$ cat src/rtl/rom_byte_streamer_if.sv
// Bus bundle between the ROM byte streamer, its ROM and its byte consumer.
// master: streamer side (drives ROM read port and byte stream, receives rom_data/out_ready).
// slave : ROM + consumer side (returns rom_data, drives out_ready).
interface rom_byte_streamer_if #(
  parameter int DATA_WIDTH = 32,
  parameter int ADDR_WIDTH = 3
);
  // ROM read port
  logic                  rom_rd_en;
  logic [ADDR_WIDTH-1:0] rom_addr;
  logic [DATA_WIDTH-1:0] rom_data;
  // byte stream
  logic [7:0]            out_data;
  logic                  out_valid;
  logic                  out_ready;
  logic                  out_last;

  modport master (
    output rom_rd_en, rom_addr, out_data, out_valid, out_last,
    input  rom_data, out_ready
  );

  modport slave (
    input  rom_rd_en, rom_addr, out_data, out_valid, out_last,
    output rom_data, out_ready
  );
endinterface

$ cat src/rtl/rom_byte_streamer.sv
// Purpose: reads a run of words from a 1-cycle-latency ROM and emits them as a byte stream.
// Latency: start edge E0 -> rom_rd_en E0..E1 -> first out_valid from E2; 2 idle cycles between words.
// Backpressure: valid/ready on the byte stream; byte and last hold while out_ready is low.
//
// Ports:
//   clk, rst_b        clock, asynchronous active-low reset
//   start             begin a transfer (looked at in IDLE only)
//   base_addr         first ROM word address, latched on start
//   word_count        number of words, latched on start (0 = just pulse done)
//   busy, done        busy outside IDLE; done pulses for one cycle at the end
//   bus (master)      ROM read port (rom_rd_en/rom_addr/rom_data) and byte
//                     stream (out_data/out_valid/out_ready/out_last)
module rom_byte_streamer #(
  parameter int DATA_WIDTH    = 32,
  parameter int ADDR_WIDTH    = 3,
  parameter bit LITTLE_ENDIAN = 1'b1
) (
  input  logic                  clk,
  input  logic                  rst_b,
  input  logic                  start,
  input  logic [ADDR_WIDTH-1:0] base_addr,
  input  logic [ADDR_WIDTH:0]   word_count,
  output logic                  busy,
  output logic                  done,
  rom_byte_streamer_if.master   bus
);

  localparam int BYTES = DATA_WIDTH / 8;
  localparam int IDX_W = (BYTES > 1) ? $clog2(BYTES) : 1;
  localparam logic [IDX_W-1:0]    LAST_IDX = IDX_W'(BYTES - 1);
  localparam logic [ADDR_WIDTH:0] ONE_WORD = (ADDR_WIDTH + 1)'(1);

  typedef enum logic [2:0] {
    S_IDLE,
    S_READ,
    S_CAPTURE,
    S_DRAIN,
    S_FINISH
  } state_t;

  state_t                r_state;
  logic [ADDR_WIDTH-1:0] r_addr;       // address of the word being processed
  logic [ADDR_WIDTH:0]   r_remaining;  // words left, including the current one
  logic [DATA_WIDTH-1:0] r_shift;      // captured ROM word
  logic [IDX_W-1:0]      r_idx;        // position of the current byte in emit order
  logic                  r_rom_rd_en;
  logic [ADDR_WIDTH-1:0] r_rom_addr;

  state_t                w_state_nxt;
  logic [ADDR_WIDTH-1:0] w_addr_nxt;
  logic [ADDR_WIDTH:0]   w_rem_nxt;
  logic [IDX_W-1:0]      w_idx_nxt;
  logic                  w_load;
  logic [IDX_W-1:0]      w_sel;
  logic [7:0]            w_bytes [BYTES];

  // ---------------------------------------------------------------------------
  // Next-state and datapath control
  // ---------------------------------------------------------------------------
  always_comb begin
    w_state_nxt = r_state;
    w_addr_nxt  = r_addr;
    w_rem_nxt   = r_remaining;
    w_idx_nxt   = r_idx;
    w_load      = 1'b0;

    unique case (r_state)
      S_IDLE: begin
        if (start) begin
          if (word_count != '0) begin
            w_addr_nxt  = base_addr;
            w_rem_nxt   = word_count;
            w_state_nxt = S_READ;
          end else begin
            // empty transfer: report completion without touching the ROM
            w_state_nxt = S_FINISH;
          end
        end
      end

      S_READ: begin
        w_state_nxt = S_CAPTURE;
      end

      S_CAPTURE: begin
        // ROM data_out became valid at the edge that closed READ
        w_load      = 1'b1;
        w_idx_nxt   = '0;
        w_state_nxt = S_DRAIN;
      end

      S_DRAIN: begin
        if (bus.out_ready) begin
          if (r_idx == LAST_IDX) begin
            w_idx_nxt = '0;
            if (r_remaining != ONE_WORD) begin
              // address wraps naturally at 2^ADDR_WIDTH
              w_addr_nxt  = r_addr + 1'b1;
              w_rem_nxt   = r_remaining - 1'b1;
              w_state_nxt = S_READ;
            end else begin
              w_rem_nxt   = '0;
              w_state_nxt = S_FINISH;
            end
          end else begin
            w_idx_nxt = r_idx + 1'b1;
          end
        end
      end

      S_FINISH: begin
        w_state_nxt = S_IDLE;
      end

      default: begin
        w_state_nxt = S_IDLE;
      end
    endcase
  end

  // ---------------------------------------------------------------------------
  // State and datapath registers
  // ---------------------------------------------------------------------------
  always_ff @(posedge clk or negedge rst_b) begin
    if (!rst_b) begin
      r_state     <= S_IDLE;
      r_addr      <= '0;
      r_remaining <= '0;
      r_shift     <= '0;
      r_idx       <= '0;
      r_rom_rd_en <= 1'b0;
      r_rom_addr  <= '0;
    end else begin
      r_state     <= w_state_nxt;
      r_addr      <= w_addr_nxt;
      r_remaining <= w_rem_nxt;
      r_idx       <= w_idx_nxt;
      if (w_load) begin
        r_shift <= bus.rom_data;
      end
      // Read port is registered from the next state so the ROM sees
      // rd_en/addr during the whole READ cycle.
      r_rom_rd_en <= (w_state_nxt == S_READ);
      if (w_state_nxt == S_READ) begin
        r_rom_addr <= w_addr_nxt;
      end
    end
  end

  // ---------------------------------------------------------------------------
  // Byte selection: index counts in emit order, mapped to a physical lane
  // ---------------------------------------------------------------------------
  for (genvar b = 0; b < BYTES; b++) begin : g_bytes
    assign w_bytes[b] = r_shift[8*b +: 8];
  end

  assign w_sel = LITTLE_ENDIAN ? r_idx : (LAST_IDX - r_idx);

  // ---------------------------------------------------------------------------
  // Outputs
  // ---------------------------------------------------------------------------
  assign busy          = (r_state != S_IDLE);
  assign done          = (r_state == S_FINISH);
  assign bus.rom_rd_en = r_rom_rd_en;
  assign bus.rom_addr  = r_rom_addr;
  assign bus.out_valid = (r_state == S_DRAIN);
  assign bus.out_data  = w_bytes[w_sel];
  assign bus.out_last  = (r_state == S_DRAIN) && (r_remaining == ONE_WORD) &&
                         (r_idx == LAST_IDX);

endmodule
$ cat src/flat_wrapper.sv
// flat-port wrapper written by rule: the top's interface ports become plain ports
module rom_byte_streamer_flat 
#(
  parameter int DATA_WIDTH    = 32,
  parameter int ADDR_WIDTH    = 3,
  parameter bit LITTLE_ENDIAN = 1'b1
)
  (clk, rst_b, start, base_addr, word_count, busy, done, bus_rom_rd_en, bus_rom_addr, bus_out_data, bus_out_valid, bus_out_last, bus_rom_data, bus_out_ready);
  rom_byte_streamer_if #(.DATA_WIDTH(DATA_WIDTH), .ADDR_WIDTH(ADDR_WIDTH)) bus_i ();
  input  logic clk;
  input  logic rst_b;
  input  logic start;
  input  logic [ADDR_WIDTH-1:0] base_addr;
  input  logic [ADDR_WIDTH:0] word_count;
  output logic busy;
  output logic done;
  output wire logic [$bits(bus_i.rom_rd_en)-1:0] bus_rom_rd_en;
  output wire logic [$bits(bus_i.rom_addr)-1:0] bus_rom_addr;
  output wire logic [$bits(bus_i.out_data)-1:0] bus_out_data;
  output wire logic [$bits(bus_i.out_valid)-1:0] bus_out_valid;
  output wire logic [$bits(bus_i.out_last)-1:0] bus_out_last;
  input wire logic [$bits(bus_i.rom_data)-1:0] bus_rom_data;
  input wire logic [$bits(bus_i.out_ready)-1:0] bus_out_ready;
  assign bus_rom_rd_en = bus_i.rom_rd_en;
  assign bus_rom_addr = bus_i.rom_addr;
  assign bus_out_data = bus_i.out_data;
  assign bus_out_valid = bus_i.out_valid;
  assign bus_out_last = bus_i.out_last;
  assign bus_i.rom_data = bus_rom_data;
  assign bus_i.out_ready = bus_out_ready;
  rom_byte_streamer #(.DATA_WIDTH(DATA_WIDTH), .ADDR_WIDTH(ADDR_WIDTH), .LITTLE_ENDIAN(LITTLE_ENDIAN)) u_core (.clk(clk), .rst_b(rst_b), .start(start), .base_addr(base_addr), .word_count(word_count), .busy(busy), .done(done), .bus(bus_i));
endmodule
$ cat config.mk
export PLATFORM = sky130hd
export DESIGN_NAME = rom_byte_streamer_flat
export DESIGN_NICKNAME = d
export VERILOG_FILES = /design/src/rtl/rom_byte_streamer_if.sv /design/src/rtl/rom_byte_streamer.sv /design/src/flat_wrapper.sv
export SDC_FILE = /design/constraint.sdc
export NUM_CORES = 1
export LEC_CHECK = 0
export CAP_MARGIN = 20
export CORE_MARGIN = 2
export CORE_UTILIZATION = 33
export DETAILED_ROUTE_END_ITERATION = 16
export GPL_TIMING_DRIVEN = 0
export HOLD_SLACK_MARGIN = 0.06
export PLACE_DENSITY = 0.65
export SYNTH_ARGS = -nofsm -noshare
export SYNTH_HDL_FRONTEND = slang
export SYNTH_SLANG_ARGS = --single-unit
export TNS_END_PERCENT = 30
$ cat constraint.sdc
create_clock -name clk -period 2.1 [get_ports clk]
set_input_delay 0.42 -clock clk [delete_from_list [all_inputs] [get_ports clk]]
set_output_delay 0.42 -clock clk [all_outputs]
set_load 0.02 [all_outputs]
==> results.md, run 1 <==
* Setup tns final at 0 ns
* Max cap viols at 0
* Global-route total usage across every layer at 0.142
* Critical-path cell with the highest stage delay: sky130_fd_sc_hd__dfrtp_2
* Iteration count of the initial detailed-routing pass at 4
* H-tree Lvls at 2
* I/O Buffers at 58
* Top Family by Delay on Critical Path: buffers and inverters
* Count of antenna-violating nets left after detailed routing at 0
* Filler Cells Inserted at between 600 and 700
* Combinational family with the most area after synthesis: multiplexers
* Arrival time at the worst endpoint at ~1.6 ns
* Result of the run: complete, no violations
* Cell with the most instances after synthesis: sky130_fd_sc_hd__dfrtp_1
* Cell at the root of the clock tree: sky130_fd_sc_hd__clkbuf_8
* Share of cell area taken by muxes after synthesis at 0.246
* Launching element type of the critical path: flip-flop
* Count of buffering cells on the critical path with inverters included at 3
* Avg Synthesized Cell Area at 13.8 µm²
* Number of flops mapped to enable cells by yosys at 0
* Area of the multi-input gates at approximately 1100 µm²
* RSZ-0062 raised after global routing: true
* Required time reported for the critical path endpoint at 1.68 ns
* Die Width at around 88 µm
* DRC violation count after routing at 0
* Tot Pwr at approximately 4.4 mW
* Mean routed wirelength per cell at between 15 and 20 µm
* Crit path max fanout at 10
* Async set-reset flop share out of synthesis at 1.00
* Compound-gate portion of the synthesized area at 0.0814
* Highest clock rate at between 0.4 and 0.5 GHz
* Max-slew violations at 0
* Maximum number of pins on one net before global-route repair at 34
* Share of post-route cells with drive strength above 1 at 0.371
* Final Skew at approximately 0.0083 ns
* IO Count at 59
* Number of antenna repair diodes at 0
* Count of nets after finishing at between 200 and 300
* Slowest cell delay on critical path at between 0.4 and 0.5 ns
* Full die area at a little under 8000 µm²
* Sink Count at 48
* Number of placement rows at 30
* Clock period minus final worst setup slack at approximately 2 ns
* Mapped Cells at roughly 170
* Least-Margin Pin Slew at around 0.53 ns
* Prevailing post-synth register cell: sky130_fd_sc_hd__dfrtp_1
* Initial DRC count at 74
* Flip-flop and latch count after synthesis at between 40 and 50
* Ratio of total power to cell area at approximately 1400 nW/µm²
* Total number of yosys warnings at 0
* Simple-gate portion of the synthesized area at 0.0969
* Final period util at 0.982
* Number of global-route vias before repair at between 1.5k and 2k
* Vertical die dimension at a little under 90 µm
* Average vias per placed instance at 5.01
* Core region area at a little under 7000 µm²
* Hpwl dp at 3750 µm
* Last weighted congestion value of the routability-driven placer at ~0.77
* Post-CTS clock slew at the launch and capture registers of the worst setup and hold paths at about 0.090 ns
* Post-synthesis sequential area ratio at 0.514
* DRT Wirelength at between 5000 and 6000 µm
* Area of the mapped netlist at 2340 µm²
* TritonCTS clock tree: built
* Pleak at 1.35 nW
* Synthesized-area fraction occupied by adder cells at 0.0268
* Post-synth top area cell: sky130_fd_sc_hd__dfrtp_1
* Worst-case headroom to the max-slew limit at 0.645
* Final Setup Violations at 0
* Effective utilization at floorplan at 0.342
* Synth top cells by count: sky130_fd_sc_hd__dfrtp_1, sky130_fd_sc_hd__mux2_2, sky130_fd_sc_hd__inv_1, sky130_fd_sc_hd__mux4_2, sky130_fd_sc_hd__o211ai_1
* Area growth, synth to finish at 38.3%
* Worst Hold Class: reg -> reg
* Yosys cell types at 35
* Initial antenna violation count at 0
* Area fraction of the dominant cell type after synthesis at 0.514
* Number of nets in the synthesized netlist at around 220
* Nature of the critical path endpoint: output pin
* Ordered cell list for the critical path: nand3b_1, buf_2, inv_2, dlygate4sd2_1
* Worst ir drop on vdd at 0.750 mV
* Number of hold-slack violations in the final timing report at 0
* R2R setup slack at approximately 0.10 ns
* Storage element area at between 1000 and 1500 µm²
* Share of the synthesized netlist area taken by xor and xnor gates at 0
* Worst setup path category: reg -> out
* CTS buffer count at 5
* Largest cells by area after synthesis: sky130_fd_sc_hd__dfrtp_1, sky130_fd_sc_hd__mux2_2, sky130_fd_sc_hd__mux4_2, sky130_fd_sc_hd__ha_1, sky130_fd_sc_hd__o211ai_1
* End-of-flow core utilization at 0.473
* Number of buffers on the longest clock path at 2
* Wire length of the first global-routing pass at around 8500 µm
* Number of vias after detailed routing at ~1.7k
* Clock latency at the later pin of the worst-skew pair at ~0.30 ns
* GR Overflow Total at 0
## cells in the final DEF (no fill, tap or decap), drive strengths merged, types with 2 or more instances in the layout
| cell | netlist | routed |
|---|---|---|
| a22o | 2 | 2 |
| a32oi | 3 | 3 |
| buf | 8 | 24 |
| clkbuf | 0 | 8 |
| clkdlybuf4s50 | 0 | 45 |
| dfrtp | 48 | 48 |
| dlygate4sd2 | 0 | 2 |
| ha | 5 | 5 |
| inv | 10 | 11 |
| mux2 | 35 | 35 |
| mux4 | 8 | 8 |
| nand3 | 4 | 4 |
| nand4 | 4 | 4 |
| nor2 | 7 | 7 |
| nor3 | 2 | 2 |
| nor3b | 2 | 2 |
| o211ai | 7 | 7 |
| o21ai | 4 | 4 |
| or3 | 2 | 2 |
| or4 | 4 | 4 |
## flip-flops by register name (all words and copies together) (netlist names)
name and cells:
u_core.r_addr 3, u_core.bus.rom_addr 3, u_core.r_remaining 4, u_core.r_idx 2
u_core.bus.rom_rd_en 1, u_core.r_shift 32, u_core.r_state 3
## what timing repair did
item                                   4_1_cts  5_1_grt
endpoints found under the hold margin       15        0
setup endpoints to repair                   14       41
resized for setup                           34       14
hold buffers                                 1        0
setup buffers                                4        4
pin swaps                                    0        2
## power by group
part | total, mW | internal, mW | leakage [nW] | switching [mW]
Sequential | 1.60 | 1.36 | 0.573 | 0.237
Clock | 0.579 | 0.270 | 0.0516 | 0.309
Combinational | 2.24 | 1.18 | 0.724 | 1.06
## per-layer routing
metal | vias to the layer above | GRT usage | share of wire
li1 | 789 | - | -
met1 | 863 | 0.184 | 0.44
met2 | 53 | 0.231 | 0.48
met3 | 4 | 0.0462 | 0.074
met4 | 0 | 0.0427 | 0.0055
met5 | - | 0 | 0
## kinds of logic (layout without fill, tap and decap cells)
| group | Yosys count | after routing |
|---|---|---|
| DFF | 48 | 48 |
| muxes | 43 | 43 |
| and+or+nand+nor | 32 | 32 |
| AOI/OAI and AO/OA | 23 | 23 |
| buffers and inverters | 18 | 94 |
| adders and majority gates | 5 | 5 |
## stage by stage
stage / cell area [µm²] / hold WS, ns / setup slack (ns) / cells
6_report: 3230 / 0.512 / 0.0388 / 341
5_1_grt: 3230 / 0.526 / -0.0573 / 341
4_1_cts: 3220 / 0.515 / -0.0843 / 337
3_5_place_dp: 3050 / 0.368 / -0.411 / 324
3_3_place_gp: 3040 / 0.486 / -0.865 / 323
2_1_floorplan: 2340 / 0.124 / 0.159 / 169
## path summary, 6_finish.rpt
kind	start	endpoint	cells past startpoint
worst max-delay path	u_core.r_state[2]	bus_out_valid	4
worst min-delay path	u_core.r_shift[14]	u_core.r_shift[14]	1
worst max register to register	u_core.r_remaining[1]	u_core.bus.rom_addr[1]	7
worst min register to register	u_core.r_shift[14]	u_core.r_shift[14]	1
max in group asynchronous	rst_b	u_core.r_state[2]	3
min in group asynchronous	rst_b	u_core.r_shift[8]	2
## area by class of cell
type / count / area share
clock buffer: 6 / 0.0255
timing repair buffer: 68 / 0.194
clock inverter: 2 / 0.00426
buffer: 8 / 0.0190
inverter: 10 / 0.0116
tap: 96 / 0.0372
multi-input combinational: 103 / 0.337
sequential: 48 / 0.372
## worst register-to-register path: stages, from the launching register on
cell and delay [ns]:
sky130_fd_sc_hd__dfrtp_1 0.39, sky130_fd_sc_hd__inv_1 0.09, sky130_fd_sc_hd__ha_1 0.15, sky130_fd_sc_hd__nor3b_4 0.19, sky130_fd_sc_hd__buf_4 0.16, sky130_fd_sc_hd__a31oi_2 0.12, sky130_fd_sc_hd__o311ai_4 0.40, sky130_fd_sc_hd__mux2_2 0.38
Note: power is estimated with default switching activity, not from simulation.
==> run 2, diff against run 1 <==
--- a/config.mk
+++ b/config.mk
@@ -5,6 +5,7 @@
 export SDC_FILE = /design/constraint.sdc
 export NUM_CORES = 1
 export LEC_CHECK = 0
+export ABC_CLOCK_PERIOD_IN_PS = 2300
 export CAP_MARGIN = 20
 export CORE_MARGIN = 2
 export CORE_UTILIZATION = 33
==> constraint.sdc (replaced) <==
create_clock -name clk -period 2.3 [get_ports clk]
set_input_delay 0.46 -clock clk [delete_from_list [all_inputs] [get_ports clk]]
set_output_delay 0.46 -clock clk [all_outputs]
set_load 0.02 [all_outputs]
==> run 2 against run 1 <==
Against the previous run: clock skew is 0.0020 ns lower; die area stayed put; core utilization is 0.95 points lower; sequential cell count stayed put; critical endpoint is now bus_out_last; register-to-register slack better by 0.07 ns.
==> results.md, run 2 (synthesized netlist as in run 1, its figures left out) <==
* Full die area at 7770 µm² (unchanged)
* CTS buffer count at 5 (unchanged)
* Reg2reg start: u_core.r_remaining[1]
* Maximum number of pins on one net before global-route repair at 34 (unchanged)
* Worst slack at placement at -0.251 ns (+0.160 ns)
* Max cap viols at 0 (unchanged)
* I/O Buffers at 58 (unchanged)
* Area growth, synth to finish at 35.5%
* Commonest non-fill, non-tap cell in the layout: sky130_fd_sc_hd__dfrtp_1
* Number of buffers on the longest clock path at 2 (unchanged)
* GR Overflow Total at 0 (unchanged)
* Result of the run: complete, no violations
* Ratio of total power to cell area at 1240 nW/µm² (-9.0%)
* Vertical die dimension at 88.2 µm (unchanged)
* Worst setup slack after layout at 0.0427 ns (+0.00395 ns)
* Clock latency at the later pin of the worst-skew pair at 0.30 ns (about the same)
* Worst setup path category: reg -> out
* Max-slew violations at 0 (unchanged)
* Nature of the critical path endpoint: output pin
* Commonest non-fill, non-tap cells in the layout: sky130_fd_sc_hd__dfrtp_1, sky130_fd_sc_hd__clkdlybuf4s50_1, sky130_fd_sc_hd__mux2_2, sky130_fd_sc_hd__inv_1
* Average vias per placed instance at 5.00 (-0.23%)
* Clock period minus final worst setup slack at roughly 2.3 ns
* Least-Margin Pin Slew at 0.706 ns (+0.174 ns)
* Terminus of the critical flop-to-flop path: u_core.bus.rom_addr[1]
* Initial antenna violation count at 0 (unchanged)
* Number of hold-slack violations in the final timing report at 0 (unchanged)
* Launching element type of the critical path: flip-flop
* Number of antenna repair diodes at 0 (unchanged)
* Initial DRC count at 62 (-16%)
* Highest clock rate at 0.443 GHz
* Cell at the root of the clock tree: sky130_fd_sc_hd__clkbuf_8
* Worst-case headroom to the max-slew limit at 0.528 (-0.117)
* Pleak at 1.29 nW (-4.2%)
* Hpwl dp at 3750 µm (unchanged)
* Post-CTS clock slew at the launch and capture registers of the worst setup and hold paths at 0.09 ns (about the same)
* IO Count at 59 (unchanged)
* Global-route total usage across every layer at 0.140 (-0.00218)
* Iteration count of the initial detailed-routing pass at 4 (unchanged)
* Worst Hold Class: in -> async
* FF-to-FF path depth at 6 (-1)
* R2R setup slack at 0.17 ns (+0.07 ns)
* Count of nets after finishing at 283 (-3.1%)
* Register with the highest flop count: u_core.r_shift
* Share of post-route cells with drive strength above 1 at 0.305 (-0.0663)
* Wire length of the first global-routing pass at 8370 µm (-1.4%)
* Tot Pwr at 3.94 mW (-11%)
* Number of vias after detailed routing at 1660 (-2.9%)
* Mean routed wirelength per cell at 15.5 µm (+0.48%)
* Final period util at 0.981
* Inst Count DP at 324 (unchanged)
* Leading registers by flop count: u_core.r_shift (32), u_core.r_remaining (4)
* Worst hold slack after final layout at 0.0760 ns (-0.436 ns)
* Final Setup Violations at 0 (unchanged)
* TritonCTS clock tree: built
* Count of antenna-violating nets left after detailed routing at 0 (unchanged)
* DRC violation count after routing at 0 (unchanged)
* Number of buffers added for setup after CTS at 0 (-4)
* Setup tns final at 0 ns (unchanged)
* Required time reported for the critical path endpoint at 1.84 ns (+0.16 ns)
* Worst ir drop on vdd at 0.699 mV (-6.9%)
* Die Width at 88.2 µm (unchanged)
* RSZ-0062 raised after global routing: true
* Number of flip-flops under the largest register name at 32 (unchanged)
* Final Skew at 0.00635 ns (-0.00200 ns)
* Crit path max fanout at 10 (unchanged)
* Non-filler instance count after layout at 332 (-2.6%)
* DRT Wirelength at 5140 µm (-2.2%)
* Number of global-route vias before repair at 1733 (-1.9%)
* Core region area at 6830 µm² (unchanged)
* H-tree Lvls at 2 (unchanged)
* Last weighted congestion value of the routability-driven placer at 0.766 (unchanged)
* Arrival time at the worst endpoint at 1.80 ns (+0.16 ns)
* Number of placement rows at 30 (unchanged)
* Effective utilization at floorplan at 0.342 (unchanged)
* Sink Count at 48 (unchanged)
-- run 2: changes by cell type in the layout (fill, tap and decap cells not counted), moves of 2 or more --
cell | before | now
sky130_fd_sc_hd__dlygate4sd2_1 | 2 | 8
sky130_fd_sc_hd__buf_4 | 8 | 0
sky130_fd_sc_hd__buf_2 | 13 | 7
sky130_fd_sc_hd__clkbuf_2 | 2 | 0
-- run 2: per-layer routing --
layer / GRT usage / routed length (µm) / vias up
met5: 0 / 0 / -
met4: 0.0413 / 30 / 0
met3: 0.0434 / 382 / 4
met2: 0.227 / 2420 / 49
met1: 0.183 / 2310 / 837
li1: - / - / 770
-- run 2: repair_timing --
action,CTS,global route
hold buffers,0,0
resized for setup,16,3
pin swaps,0,2
setup endpoints to repair,13,6
-- run 2: area by class of cell --
| type | count | area, µm² |
|---|---|---|
| clock inverter | 2 | 13.8 |
| inverter | 10 | 37.5 |
| tap | 96 | 120 |
| sequential | 48 | 1200 |
| clock buffer | 6 | 82.6 |
| fill | 655 | 3660 |
| multi-input combinational | 103 | 1070 |
| buffer | 8 | 52.6 |
| timing repair buffer | 59 | 592 |
-- run 2: power breakdown --
part           internal, mW  switching, mW
combinational          1.02          0.926
clock                 0.246          0.284
sequential             1.24          0.220
total                  2.51           1.43
-- run 2: critical path: stages, from the launching register on --
cell and delay, ns:
sky130_fd_sc_hd__dfrtp_1 0.46, sky130_fd_sc_hd__nand3b_1 0.27, sky130_fd_sc_hd__buf_2 0.23, sky130_fd_sc_hd__inv_2 0.13
sky130_fd_sc_hd__and3_1 0.16, sky130_fd_sc_hd__clkdlybuf4s15_2 0.25
-- run 2: metrics by stage --
step                      area [µm²]   util
after floorplan                 2340      -
after global placement          3040  0.445
after detailed placement        3050  0.447
after CTS                       3150  0.462
after global routing            3170  0.464
final                           3170  0.464
-- run 2: how the worst max path moves through the flow --
stage | startpoint | end | slack [ns] | depth (start not counted)
detailed placement | word_count[0] | u_core.bus.rom_addr[1] | -0.25 | 5
finish | u_core.r_state[2] | bus_out_last | 0.04 | 5
global route | u_core.r_state[2] | bus_out_last | -0.11 | 5
floorplan | u_core.r_remaining[1] | u_core.bus.rom_addr[0] | 0.36 | 6
CTS | u_core.r_idx[0] | bus_out_data[0] | -0.14 | 3
global placement | rst_b | u_core.r_remaining[0] | -0.70 | 1
==> run 3, diff against run 2 <==
--- a/config.mk
+++ b/config.mk
@@ -5,7 +5,7 @@
 export SDC_FILE = /design/constraint.sdc
 export NUM_CORES = 1
 export LEC_CHECK = 0
-export ABC_CLOCK_PERIOD_IN_PS = 2300
+export ABC_CLOCK_PERIOD_IN_PS = 2200
 export CAP_MARGIN = 20
 export CORE_MARGIN = 2
 export CORE_UTILIZATION = 33
==> constraint.sdc (replaced) <==
create_clock -name clk -period 2.2 [get_ports clk]
set_input_delay 0.44 -clock clk [delete_from_list [all_inputs] [get_ports clk]]
set_output_delay 0.44 -clock clk [all_outputs]
set_load 0.02 [all_outputs]
==> run 3 against run 2 <==
Against the previous run: sequential cell count unchanged; combinational power increased by 11%; largest power group unchanged; setup slack improved by 0.0032 ns; critical endpoint is now bus_out_data[4].
==> results.md, run 3 (synthesized netlist as in run 1, its figures left out) <==
* Hpwl dp at 3750 µm (unchanged)
* Die Width at 88.2 µm (unchanged)
* Iteration count of the initial detailed-routing pass at 4 (unchanged)
* Max cap viols at 0 (unchanged)
* Switching power total at 1.52 mW (+6.3%)
* Core region area at 6830 µm² (unchanged)
* Effective utilization at floorplan at 0.342 (unchanged)
* Pleak at 1.34 nW (+3.5%)
* Mean routed wirelength per cell at 15.2 µm (-2.1%)
* Switching portion of total power at 0.358 (-0.00491)
* Combinational share of power at 0.509 (+0.014)
* Number of placement rows at 30 (unchanged)
* DRT Wirelength at 5180 µm (+0.88%)
* Highest clock rate at 0.464 GHz
* Result of the run: complete, no violations
* GR Overflow Total at 0 (unchanged)
* DRC violation count after routing at 0 (unchanged)
* H-tree Lvls at 2 (unchanged)
* Initial antenna violation count at 0 (unchanged)
* Number of hold-slack violations in the final timing report at 0 (unchanged)
* Wire length of the first global-routing pass at 8380 µm (+0.17%)
* Ratio of total power to cell area at 1310 nW/µm² (+5.0%)
* Min-delay src: u_core.r_shift[17]
* Final period util at 0.979
* Final design instance area without fill at 3250 µm² (+2.6%)
* Average vias per placed instance at 4.91 (-1.9%)
* Number of vias after detailed routing at 1678 (+1.1%)
* Least-Margin Pin Slew at 0.684 ns (-0.0218 ns)
* Setup tns final at 0 ns (unchanged)
* Last weighted congestion value of the routability-driven placer at 0.766 (unchanged)
* Maximum number of pins on one net before global-route repair at 34 (unchanged)
* Nature of the critical path endpoint: output pin
* CTS buffer count at 5 (unchanged)
* IO Count at 59 (unchanged)
* Number of buffers on the longest clock path at 2 (unchanged)
* Max-slew violations at 0 (unchanged)
* Internal power component at 2.73 mW (+8.6%)
* Sink Count at 48 (unchanged)
* Critical-path cell with the highest stage delay: sky130_fd_sc_hd__mux4_2
* Arrival time at the worst endpoint at 1.71 ns (-0.09 ns)
* Timing startpoint of the critical path: u_core.r_idx[0]
* Worst setup path category: reg -> out
* Number of antenna repair diodes at 0 (unchanged)
* Required time reported for the critical path endpoint at 1.76 ns (-0.08 ns)
* Commonest non-fill, non-tap cell in the layout: sky130_fd_sc_hd__dfrtp_1
* Relative contribution of sequential cells to total power at 0.360 (-0.011)
* Slowest cell delay on critical path at 0.52 ns (+0.06 ns)
* Full die area at 7770 µm² (unchanged)
* Placed instance area at 3050 µm² (unchanged)
* Count of nets after finishing at 293 (+3.5%)
* Vertical die dimension at 88.2 µm (unchanged)
* Clock power share at 0.131 (-0.004)
* Count of buffering cells on the critical path with inverters included at 2 (-1)
* Reg2reg start: u_core.r_remaining[1]
* Top Family by Delay on Critical Path: buffers and inverters
* Cell at the root of the clock tree: sky130_fd_sc_hd__clkbuf_8
* Clock latency at the later pin of the worst-skew pair at 0.30 ns (about the same)
* Worst-case headroom to the max-slew limit at 0.542 (+0.0146)
* Commonest non-fill, non-tap cells in the layout: sky130_fd_sc_hd__dfrtp_1, sky130_fd_sc_hd__clkdlybuf4s50_1, sky130_fd_sc_hd__mux2_2, sky130_fd_sc_hd__inv_1, sky130_fd_sc_hd__dlygate4sd2_1
* Register with the highest flop count: u_core.r_shift
* Launching element type of the critical path: flip-flop
* Clock period minus final worst setup slack at roughly 2.2 ns
* Count of antenna-violating nets left after detailed routing at 0 (unchanged)
* I/O Buffers at 58 (unchanged)
* Post-CTS clock slew at the launch and capture registers of the worst setup and hold paths at 0.09 ns (about the same)
* Area growth, synth to finish at 39.1%
* Worst ir drop on vdd at 0.735 mV (+5.1%)
* Worst Hold Class: reg -> reg
* TritonCTS clock tree: built
* Share of post-route cells with drive strength above 1 at 0.333 (+0.0282)
* Final Setup Violations at 0 (unchanged)
* Global-route total usage across every layer at 0.140 (+0.000198)
* Number of flip-flops under the largest register name at 32 (unchanged)
* Ordered cell list for the critical path: buf_8, mux4_2, dlygate4sd2_1
* Number of global-route vias before repair at 1734 (+0.058%)
* Crit path max fanout at 10 (unchanged)
* Final Skew at 0.00692 ns (+0.000577 ns)
* Initial DRC count at 78 (+26%)
* Leading registers by flop count: u_core.r_shift (32), u_core.r_remaining (4)
run 3: worst reg2reg max path: cells and delay by family (launching register included):
kind	cells	cell delay (ns)
AOI/OAI and AO/OA	2	0.55
adders and majority gates	1	0.15
buffers and inverters	2	0.25
DFF	1	0.40
muxes	1	0.38
and+or+nand+nor	1	0.24
run 3: worst paths after layout:
check                      cells after the start  slack, ns                      to
min                                            1       0.51      u_core.r_shift[17]
max                                            3       0.05         bus_out_data[4]
min in group asynchronous                      2       0.60       u_core.r_shift[8]
min reg2reg                                    1       0.51      u_core.r_shift[17]
max in group asynchronous                      3       1.09       u_core.r_state[2]
max reg2reg                                    7       0.13  u_core.bus.rom_addr[1]
run 3: final cells by class:
class | instances | area, µm²
timing repair buffer | 69 | 661
clock inverter | 2 | 13.8
clock buffer | 6 | 82.6
multi-input combinational | 103 | 1070
fill | 654 | 3580
inverter | 10 | 37.5
buffer | 8 | 65.1
tap | 96 | 120
sequential | 48 | 1200
run 3: per-layer routing:
layer / GRT usage / share of wire
met3: 0.0434 / 0.077
met5: 0 / 0
met2: 0.229 / 0.48
met1: 0.184 / 0.44
met4: 0.0372 / 0.0031
run 3: metrics by stage:
stage               total power, mW  hold slack, ns  cells  utilization  setup slack (ns)
CTS                            4.18           0.515    333        0.465           -0.0441
detailed placement             3.68           0.388    324        0.447            -0.331
global route                   4.55           0.526    342        0.476          -0.00803
global placement               3.62           0.486    323        0.445            -0.785
floorplan                      2.91           0.144    169            -             0.259
finish                         4.25           0.512    342        0.476            0.0460
run 3: power groups by stage:
stage | clock [mW] | sequential (mW) | combinational (mW)
6_report | 0.555 | 1.53 | 2.16
5_1_grt | 0.610 | 1.58 | 2.36
4_1_cts | 0.573 | 1.53 | 2.08
3_5_place_dp | 0 | 1.54 | 2.14
3_3_place_gp | 0 | 1.52 | 2.10
2_1_floorplan | 0 | 1.50 | 1.41
run 3: what timing repair did:
action                                  in CTS  in global routing
hold endpoints to repair                    12                  0
buffers inserted                             0                  9
gates resized for setup                     21                  6
pin swaps                                    0                  2
endpoints found under the setup margin      14                 13
hold buffers                                 1                  0
